## src/rtl/adc_lane_aligner_pkg.sv

```systemverilog
// Shared definitions for the ADC lane word aligner: FSM state encoding,
// counter width helpers and the default training pattern.
package adc_align_pkg;

  typedef enum logic [2:0] {
    ST_IDLE,
    ST_SETTLE,
    ST_CHECK,
    ST_SLIP,
    ST_TAP,
    ST_NEXT,
    ST_DONE,
    ST_FAIL
  } state_t;

  localparam logic [5:0] DEFAULT_TRAIN_PATTERN = 6'b111000;

  // Width of an index selecting one of n items (at least 1 bit).
  function automatic int unsigned idx_w(input int unsigned n);
    return (n > 1) ? $clog2(n) : 1;
  endfunction

  // Width of a counter that must hold values 0..max_val (at least 1 bit).
  function automatic int unsigned cnt_w(input int unsigned max_val);
    return (max_val > 0) ? $clog2(max_val + 1) : 1;
  endfunction

endpackage

```

## src/rtl/adc_lane_aligner_select.sv

```systemverilog
// Lane selector: picks the word of lane lane_idx out of the packed lane bus
// and compares it with the training pattern.
module adc_lane_select
  import adc_align_pkg::*;
#(
  parameter int unsigned       NUM_LANES     = 2,
  parameter int unsigned       LANE_W        = 6,
  parameter int unsigned       IDX_W         = 1,
  parameter logic [LANE_W-1:0] TRAIN_PATTERN = LANE_W'(DEFAULT_TRAIN_PATTERN)
) (
  input  logic [NUM_LANES*LANE_W-1:0] lane_bits,
  input  logic [IDX_W-1:0]            lane_idx,
  output logic                        match
);

  logic [LANE_W-1:0] lane_word;

  // Mux the selected lane; indices past the last lane read as zero.
  always_comb begin
    lane_word = '0;
    for (int unsigned k = 0; k < NUM_LANES; k++) begin
      if (lane_idx == IDX_W'(k)) begin
        lane_word = lane_bits[k*LANE_W +: LANE_W];
      end
    end
  end

  assign match = (lane_word == TRAIN_PATTERN);

endmodule

```

## src/rtl/adc_lane_aligner.sv

```systemverilog
// Automatic word aligner for NUM_LANES deserialised ADC lanes in the lclk
// domain. Trains lanes one at a time by pulsing bitslip until the lane shows
// TRAIN_PATTERN MATCH_COUNT times in a row, then reports lock/done.
// Optional IDELAY tap sweep on exhausted lanes: ADC_LANE_ALIGNER_IDELAY_SWEEP_EN.
module adc_lane_aligner
  import adc_align_pkg::*;
#(
  parameter int unsigned       NUM_LANES     = 2,
  parameter int unsigned       LANE_W        = 6,
  parameter logic [LANE_W-1:0] TRAIN_PATTERN = LANE_W'(DEFAULT_TRAIN_PATTERN),
  parameter int unsigned       SETTLE_CYCLES = 4,
  parameter int unsigned       MATCH_COUNT   = 8,
  parameter int unsigned       TAP_MAX       = 31
) (
  input  logic                        lclk,
  input  logic                        reset,
  input  logic                        start,
  input  logic [NUM_LANES*LANE_W-1:0] lane_bits,
  output logic [NUM_LANES-1:0]        bitslip,
  output logic [NUM_LANES-1:0]        delay_ce,
  output logic [NUM_LANES-1:0]        delay_inc,
  output logic [NUM_LANES-1:0]        lane_locked,
  output logic                        busy,
  output logic                        done,
  output logic                        error,
  output logic [NUM_LANES*LANE_W-1:0] sample_out,
  output logic                        sample_valid
);

  localparam int unsigned IDX_W    = idx_w(NUM_LANES);
  localparam int unsigned SETTLE_W = cnt_w(SETTLE_CYCLES);
  localparam int unsigned MATCH_W  = cnt_w(MATCH_COUNT);
  localparam int unsigned SLIP_W   = cnt_w(LANE_W);

  localparam logic [IDX_W-1:0]    LAST_LANE   = IDX_W'(NUM_LANES - 1);
  localparam logic [SETTLE_W-1:0] SETTLE_LAST = SETTLE_W'(SETTLE_CYCLES - 1);
  localparam logic [MATCH_W-1:0]  MATCH_LAST  = MATCH_W'(MATCH_COUNT - 1);
  localparam logic [SLIP_W-1:0]   SLIP_LAST   = SLIP_W'(LANE_W - 1);

  if (NUM_LANES < 1 || NUM_LANES > 8 || LANE_W < 4 || LANE_W > 8 ||
      SETTLE_CYCLES < 2 || MATCH_COUNT < 1 || TAP_MAX < 1) begin : g_param_check
    $error("adc_lane_aligner: parameter out of range");
  end

  state_t                state, state_n;
  logic [IDX_W-1:0]      lane_idx, lane_idx_n;
  logic [SETTLE_W-1:0]   settle_cnt, settle_n;
  logic [MATCH_W-1:0]    match_cnt, match_n;
  logic [SLIP_W-1:0]     slip_cnt, slip_n;
  logic [NUM_LANES-1:0]  locked_n, bitslip_n, lane_sel;
  logic                  busy_n, done_n, error_n;
  logic                  lane_match;

`ifdef ADC_LANE_ALIGNER_IDELAY_SWEEP_EN
  localparam int unsigned        TAP_W     = cnt_w(TAP_MAX);
  localparam logic [TAP_W-1:0]   TAP_LIMIT = TAP_W'(TAP_MAX);
  logic [TAP_W-1:0]              tap_cnt, tap_n;
  logic [NUM_LANES-1:0]          delay_ce_n;
`endif

  assign lane_sel = NUM_LANES'(1) << lane_idx;

  adc_lane_select #(
    .NUM_LANES     (NUM_LANES),
    .LANE_W        (LANE_W),
    .IDX_W         (IDX_W),
    .TRAIN_PATTERN (TRAIN_PATTERN)
  ) u_select (
    .lane_bits (lane_bits),
    .lane_idx  (lane_idx),
    .match     (lane_match)
  );

  // FSM and datapath registers; pulses are registered so reset kills them at once.
  always_ff @(posedge lclk or posedge reset) begin
    if (reset) begin
      state       <= ST_IDLE;
      lane_idx    <= '0;
      settle_cnt  <= '0;
      match_cnt   <= '0;
      slip_cnt    <= '0;
      lane_locked <= '0;
      busy        <= 1'b0;
      done        <= 1'b0;
      error       <= 1'b0;
      bitslip     <= '0;
`ifdef ADC_LANE_ALIGNER_IDELAY_SWEEP_EN
      tap_cnt     <= '0;
      delay_ce    <= '0;
      delay_inc   <= '0;
`endif
    end else begin
      state       <= state_n;
      lane_idx    <= lane_idx_n;
      settle_cnt  <= settle_n;
      match_cnt   <= match_n;
      slip_cnt    <= slip_n;
      lane_locked <= locked_n;
      busy        <= busy_n;
      done        <= done_n;
      error       <= error_n;
      bitslip     <= bitslip_n;
`ifdef ADC_LANE_ALIGNER_IDELAY_SWEEP_EN
      tap_cnt     <= tap_n;
      delay_ce    <= delay_ce_n;
      delay_inc   <= delay_ce_n;
`endif
    end
  end

  // Next-state and next-output logic for the shared training FSM.
  always_comb begin
    state_n    = state;
    lane_idx_n = lane_idx;
    settle_n   = settle_cnt;
    match_n    = match_cnt;
    slip_n     = slip_cnt;
    locked_n   = lane_locked;
    busy_n     = busy;
    done_n     = done;
    error_n    = error;
    bitslip_n  = '0;
`ifdef ADC_LANE_ALIGNER_IDELAY_SWEEP_EN
    tap_n      = tap_cnt;
    delay_ce_n = '0;
`endif
    unique case (state)
      ST_IDLE: begin
        if (start) begin
          state_n    = ST_SETTLE;
          lane_idx_n = '0;
          settle_n   = '0;
          match_n    = '0;
          slip_n     = '0;
          locked_n   = '0;
          done_n     = 1'b0;
          error_n    = 1'b0;
          busy_n     = 1'b1;
`ifdef ADC_LANE_ALIGNER_IDELAY_SWEEP_EN
          tap_n      = '0;
`endif
        end
      end
      ST_SETTLE: begin
        if (settle_cnt == SETTLE_LAST) begin
          settle_n = '0;
          match_n  = '0;
          state_n  = ST_CHECK;
        end else begin
          settle_n = settle_cnt + SETTLE_W'(1);
        end
      end
      ST_CHECK: begin
        if (lane_match) begin
          if (match_cnt == MATCH_LAST) begin
            locked_n = lane_locked | lane_sel;
            state_n  = ST_NEXT;
          end else begin
            match_n = match_cnt + MATCH_W'(1);
          end
        end else begin
          state_n = ST_SLIP;
        end
      end
      ST_SLIP: begin
        if (slip_cnt < SLIP_LAST) begin
          bitslip_n = lane_sel;
          slip_n    = slip_cnt + SLIP_W'(1);
          state_n   = ST_SETTLE;
        end else begin
`ifdef ADC_LANE_ALIGNER_IDELAY_SWEEP_EN
          state_n = ST_TAP;
`else
          state_n = ST_FAIL;
`endif
        end
      end
`ifdef ADC_LANE_ALIGNER_IDELAY_SWEEP_EN
      ST_TAP: begin
        if (tap_cnt < TAP_LIMIT) begin
          delay_ce_n = lane_sel;
          tap_n      = tap_cnt + TAP_W'(1);
          slip_n     = '0;
          state_n    = ST_SETTLE;
        end else begin
          state_n = ST_FAIL;
        end
      end
`endif
      ST_NEXT: begin
        if (lane_idx == LAST_LANE) begin
          state_n = ST_DONE;
        end else begin
          lane_idx_n = lane_idx + IDX_W'(1);
          slip_n     = '0;
          state_n    = ST_SETTLE;
`ifdef ADC_LANE_ALIGNER_IDELAY_SWEEP_EN
          tap_n      = '0;
`endif
        end
      end
      ST_DONE: begin
        done_n  = 1'b1;
        busy_n  = 1'b0;
        state_n = ST_IDLE;
      end
      ST_FAIL: begin
        error_n = 1'b1;
        busy_n  = 1'b0;
        state_n = ST_IDLE;
      end
      default: state_n = ST_IDLE;
    endcase
  end

`ifndef ADC_LANE_ALIGNER_IDELAY_SWEEP_EN
  assign delay_ce  = '0;
  assign delay_inc = '0;
`endif

  // Free-running sample capture; valid trails done by one cycle.
  always_ff @(posedge lclk or posedge reset) begin
    if (reset) begin
      sample_out   <= '0;
      sample_valid <= 1'b0;
    end else begin
      sample_out   <= lane_bits;
      sample_valid <= done;
    end
  end

endmodule

```

## config.mk

```make
export PLATFORM = sky130hd
export DESIGN_NAME = adc_lane_aligner
export DESIGN_NICKNAME = d
export VERILOG_FILES = /design/src/rtl/adc_lane_aligner_pkg.sv /design/src/rtl/adc_lane_aligner_select.sv /design/src/rtl/adc_lane_aligner.sv
export SDC_FILE = /design/constraint.sdc
export NUM_CORES = 1
export LEC_CHECK = 0
export ABC_AREA = 1
export BUFFER_PORTS_ARGS = -buffer_cell sky130_fd_sc_hd__buf_2
export CAP_MARGIN = 20
export CELL_PAD_IN_SITES_DETAIL_PLACEMENT = 0
export CELL_PAD_IN_SITES_GLOBAL_PLACEMENT = 2
export CORE_MARGIN = 2
export CORE_UTILIZATION = 35
export CTS_BUF_LIST = sky130_fd_sc_hd__clkbuf_8
export CTS_CLUSTER_DIAMETER = 200
export DETAILED_ROUTE_END_ITERATION = 10
export PLACE_DENSITY_LB_ADDON = 0.1
export SLEW_MARGIN = 20
export SYNTH_ARGS = -nofsm -noshare
export SYNTH_HDL_FRONTEND = slang
export SYNTH_SLANG_ARGS = --single-unit
```

## constraint.sdc

```tcl
create_clock -name lclk -period 3.5 [get_ports lclk]
set_input_delay 0.7 -clock lclk [delete_from_list [all_inputs] [get_ports lclk]]
set_output_delay 0.7 -clock lclk [all_outputs]
set_load 0.02 [all_outputs]
```

==> results.json, run 1 <==
{
  "yosysWarnings": 0,
  "final_cell_mix": "45 x nand2_1, 34 x dfrtp_1, 34 x buf_2",
  "grt-ovfl-total": 0,
  "setup_viol_count_final": 0,
  "syn-cell-area_um2": 1650,
  "total_power_mw": 1.30,
  "vias_per_cell": 4.59,
  "wl_per_cell_um": 11.8,
  "clock_latency_ps": 280,
  "slowest_stage": "dfrtp_1",
  "cts_tree": "built",
  "antenna_found_initial": 0,
  "vias": 1280,
  "status": "finished, final reports clean",
  "final_core_util_pct": 44.1,
  "holdWs_ps": 410,
  "antenna_left": 0,
  "numClockSinks": 34,
  "port-buffer-count": 34,
  "dp_hpwl_um": 2460,
  "synth.area.mux_share_pct": 0,
  "yosys.area_share.simple_pct": 33.0,
  "max_stage_delay_ps": 530,
  "final_area_um2": 1960,
  "die_h_um": 72.6,
  "grt.busiest_layer": "met2",
  "max_freq_mhz": 590,
  "drtIter0Drc": 72,
  "startpoint_type": "flip-flop",
  "synth_adder_area_share_pct": 2.28,
  "hp-class": "flip-flop to flip-flop",
  "drive_gt1_share_pct": 28.6,
  "synth-xor-area-share_pct": 0.532,
  "route.detailed.drc": 0,
  "critPathMaxFanout": 11,
  "skew_ps": 4.25,
  "use_met3_pct": 4.56,
  "core_um2": 4440,
  "synth-compound-area-share_pct": 4.33,
  "ir_drop_mv": 0.235,
  "root_buffer": "clkbuf_8",
  "grt_max_degree": 35,
  "io_pins": 39,
  "yosysSeqAreaShare_pct": 51.7,
  "path_buf_inv": 0,
  "cts_buffers": 5,
  "chipWidth_um": 72.6,
  "path_depth": 5,
  "postSynthCellCount": 187,
  "n_antenna_cell": 0,
  "row_count": 24,
  "path_class": "flip-flop to flip-flop",
  "grt_use_met1_pct": 18.4,
  "cp.arrival_ps": 1870,
  "worst_path_dominant_cell_family": "simple AND/OR/NAND/NOR gates",
  "slew_viol_final": 0,
  "grt_usage_pct": 14.8,
  "syn_avg_cell_area_um2": 8.81,
  "grt_first_pass_wirelength_um": 5870,
  "grt.met2_usage_pct": 24.4,
  "syn_to_final_growth_pct": 19.1,
  "cts.path.max_buffers": 2,
  "period_share_pct": 48.4,
  "ys_ff_latch": 34,
  "end_kind": "flip-flop",
  "rsz0062_at_grt": "false",
  "grt_pass1_vias": 1275,
  "start_util_pct": 37.0,
  "final_common_cell": "nand2_1",
  "reg2reg_depth": 5,
  "layout.nets": 244,
  "crit_top_cell": "nand2_1",
  "cts_setup_buffers": 0,
  "gp_congestion": 0.850,
  "cts-htree-levels": 2,
  "fin_crit_ps": 1690,
  "clkTransAtPathRegs_ps": 70,
  "cellPowerDensity_nw_per_um2": 663,
  "dr.pass1.iters": 4,
  "synthTopCellsByArea": "dfrtp_1 52%, nand2_1 10%, nor2_1 6.4%",
  "wl_um": 3290,
  "path_cells": "nor2_1 -> nand3_1 -> nor3b_4 -> nand2_1 -> nand2_1",
  "yosys.area.top_type": "dfrtp_1",
  "hold_viol_final": 0,
  "synth_top_area_share_pct": 51.7,
  "fin_tns_setup_ps": 0,
  "total_leakage_power_nw": 1.08,
  "cts_hold_buffers": 0,
  "dpl_cell_area_um2": 1850,
  "cts_resized": 0,
  "worst_hold_path.num_cells": 0,
  "ys_types": 27,
  "maxCapViolCount": 0,
  "synth_top_family_by_area": "simple AND/OR/NAND/NOR gates",
  "die_area_um2": 5270,
  "required_ps": 3680
}
-- final cells by class --
| class | instances | area (um2) |
|---|---|---|
| clock buffers | 5 | 68.8 |
| flip-flops and latches | 34 | 851 |
| well taps | 52 | 65.1 |
| inverters | 22 | 82.6 |
| multi-input cells | 128 | 676 |
| clock inverters | 3 | 40.0 |
| fillers | 456 | 2480 |
| repair buffers | 35 | 178 |
-- kinds of logic after synthesis --
| family | after synthesis |
|---|---|
| flops | 34 |
| simple gates | 108 |
| fa+ha+maj | 3 |
| buf+inv | 28 |
| compound gates | 12 |
| xor+xnor | 1 |
| other cells | 1 |
-- registers in the layout (all words and copies together) (netlist names) --
register / flops
sample_out: 12
match_cnt: 4
lane_locked: 2
bitslip: 2
lane_idx: 1
state: 3
done: 1
busy: 1
slip_cnt: 3
error: 1
sample_valid: 1
settle_cnt: 3
-- per-stage QoR --
stage                     instances  setup slack, ps
final                           279             1810
after global routing            279             1590
after CTS                       279             1780
after detailed placement        271             1650
after global placement          271             1730
after floorplan                 190             2050
-- synthesized netlist by cell type, drive strengths merged --
cell type / n
a21oi: 3
a22o: 1
a31o: 1
buf: 6
conb: 1
dfrtp: 34
ha: 3
inv: 22
nand2: 53
nand3: 12
nand4: 6
nor2: 35
nor3b: 2
o21a: 1
o21ai: 5
o22ai: 1
xnor2: 1
-- where the power goes --
part | internal [mW] | leakage, nW | total [mW] | switching, mW
Combinational | 0.156 | 0.585 | 0.458 | 0.302
Clock | 0.209 | 0.0579 | 0.351 | 0.142
Sequential | 0.444 | 0.433 | 0.492 | 0.0481
Total | 0.809 | 1.08 | 1.30 | 0.492
-- routing by layer --
metal / part of all wire [%] / wire [um]
met1: 48 / 1580
met2: 47 / 1560
met3: 3.4 / 113
met4: 1.2 / 40
met5: 0 / 0
-- final timing paths --
| kind | start | to | slack [ps] |
|---|---|---|---|
| hold reg to reg | done | sample_valid | 410 |
| setup reg to reg | state[2] | slip_cnt[2] | 1810 |
| max in group asynchronous | reset | lane_locked[1] | 2690 |
| hold / removal | done | sample_valid | 410 |
| setup / recovery | state[2] | slip_cnt[2] | 1810 |
| min in group asynchronous | reset | done | 500 |
No activity file was read; power rests on OpenSTA's default activity.
==> run 2, diff against run 1 <==
--- a/config.mk
+++ b/config.mk
@@ -11,7 +11,7 @@
 export CELL_PAD_IN_SITES_DETAIL_PLACEMENT = 0
 export CELL_PAD_IN_SITES_GLOBAL_PLACEMENT = 2
 export CORE_MARGIN = 2
-export CORE_UTILIZATION = 35
+export CORE_UTILIZATION = 32
 export CTS_BUF_LIST = sky130_fd_sc_hd__clkbuf_8
 export CTS_CLUSTER_DIAMETER = 200
 export DETAILED_ROUTE_END_ITERATION = 10
==> constraint.sdc (replaced) <==
create_clock -name lclk -period 1.6 [get_ports lclk]
set_input_delay 0.32 -clock lclk [delete_from_list [all_inputs] [get_ports lclk]]
set_output_delay 0.32 -clock lclk [all_outputs]
set_load 0.02 [all_outputs]
==> results.json, run 2 (same netlist as run 1, synthesis figures left out) <==
{
  "status": "finished, final reports clean",
  "cts_tree": "built",
  "final_area_um2": 2010,
  "dr.pass1.iters": 4,
  "dp_hpwl_um": 2670,
  "ir_drop_mv": 0.696,
  "start_util_pct": 32.7,
  "final_cell_mix": "45 x nand2_1, 34 x dfrtp_1, 34 x buf_2",
  "maxCapViolCount": 0,
  "setup_viol_count_final": 0,
  "dpl_cell_area_um2": 1900,
  "fin_crit_ps": 1460,
  "antenna_left": 0,
  "reg2reg_from": "match_cnt[0]",
  "crit_start": "match_cnt[0]",
  "n_antenna_cell": 0,
  "grt_max_degree": 35,
  "core_um2": 5040,
  "port-buffer-count": 34,
  "die_h_um": 75.7,
  "clkTransAtPathRegs_ps": 70,
  "period_share_pct": 91.0,
  "clock_latency_ps": 280,
  "dp_slack_ps": 167,
  "grt_usage_pct": 13.3,
  "grt_first_pass_wirelength_um": 5590,
  "grt_pass1_vias": 1241,
  "largest-register": "sample_out",
  "critPathMaxFanout": 5,
  "cp.arrival_ps": 1630,
  "cts-htree-levels": 2,
  "path_class": "flip-flop to flip-flop",
  "vias": 1297,
  "required_ps": 1780,
  "layout.nets": 247,
  "drtIter0Drc": 45,
  "die_area_um2": 5740,
  "total_power_mw": 2.86,
  "wl_um": 3450,
  "route.detailed.drc": 0,
  "drive_gt1_share_pct": 29.1,
  "largest_register_ffs": 12,
  "swShare_pct": 37.9,
  "antenna_found_initial": 0,
  "p_seq_share_pct": 37.5,
  "final_core_util_pct": 39.8,
  "wl_per_cell_um": 11.5,
  "root_buffer": "clkbuf_8",
  "end_kind": "flip-flop",
  "syn_to_final_growth_pct": 22.0,
  "grt-ovfl-total": 0,
  "power.switching_mw": 1.08,
  "row_count": 26,
  "worst_slack_ps": 144,
  "clkPwrFrac_pct": 26.3,
  "cellPowerDensity_nw_per_um2": 1420,
  "skew_ps": 1.79,
  "internal_power_mw": 1.78,
  "final_common_cell": "nand2_1",
  "reg_top3": "sample_out x12, match_cnt x4",
  "io_pins": 39,
  "total_leakage_power_nw": 1.10,
  "slew_viol_final": 0,
  "gp_congestion": 0.749,
  "cts.path.max_buffers": 2,
  "cts_buffers": 5,
  "vias_per_cell": 4.32,
  "hold_viol_final": 0,
  "cts_setup_buffers": 0,
  "pwr-share-comb_pct": 36.2,
  "hp-class": "input port to asynchronous set/reset pin",
  "chipWidth_um": 75.7,
  "startpoint_type": "flip-flop",
  "max_freq_mhz": 687,
  "numClockSinks": 34
}
[run 2: cell types whose count changed in the layout (fill, tap and decap cells not counted)]
cell      before  now
buf_4          1    4
clkinv_2       2    0
inv_1         20   22
nand3_1        9    8
nand3_2        2    3
[run 2: path summary, 6_finish.rpt]
path	end	cells after the start	slack (ps)
max	match_cnt[1]	9	140
min	sample_out[11]	3	110
max reg2reg	match_cnt[1]	9	140
min reg2reg	sample_valid	0	400
max in group asynchronous	lane_idx	3	1170
min in group lclk	sample_out[10]	1	150
[run 2: layout make-up]
cell class                      count  area (um2)
Sequential cell                    34         851
Clock buffer                        5        68.8
Inverter                           22        82.6
Clock inverter                      3        37.5
Fill cell                         530        3030
Timing Repair Buffer               38         200
Tap cell                           70        87.6
Multi-Input combinational cell    128         681
[run 2: routing by layer]
layer | global-route usage, % | share of wire, % | routed length (um) | vias up
li1 | - | - | - | 662
met1 | 15.9 | 45 | 1560 | 593
met2 | 21.8 | 47 | 1620 | 34
met3 | 4.10 | 5.5 | 189 | 8
met4 | 6.43 | 2.1 | 74 | 0
met5 | 0 | 0 | 0 | -
[run 2: critical path, cell delays in order (launching register included)]
cell and delay (ps):
dfrtp_1 420, ha_1 240, nand2_1 90, nor2_1 80, nand2_4 80, nand2_2 60, nor2_4 140, nand3_2 120
nand2_1 80, nand2_1 50
[run 2: what timing repair did]
item                       CTS  global route
setup endpoints to repair    0             1
gates resized for setup      0             1
hold buffers                 0             0
[run 2: stage by stage]
step                      TNS, ps  hold WS (ps)  cells
after floorplan                 0           351    190
after global placement          0           379    292
after detailed placement        0           386    292
after CTS                       0           138    300
after global routing        -1.01           138    300
final                           0           115    300
[run 2: power groups by stage]
stage / Sequential [mW] / Combinational [mW] / Clock (mW)
CTS: 1.07 / 1.05 / 0.778
global placement: 1.08 / 1.04 / 0
finish: 1.07 / 1.04 / 0.751
global route: 1.09 / 1.18 / 0.829
floorplan: 1.12 / 0.761 / 0
detailed placement: 1.09 / 1.04 / 0
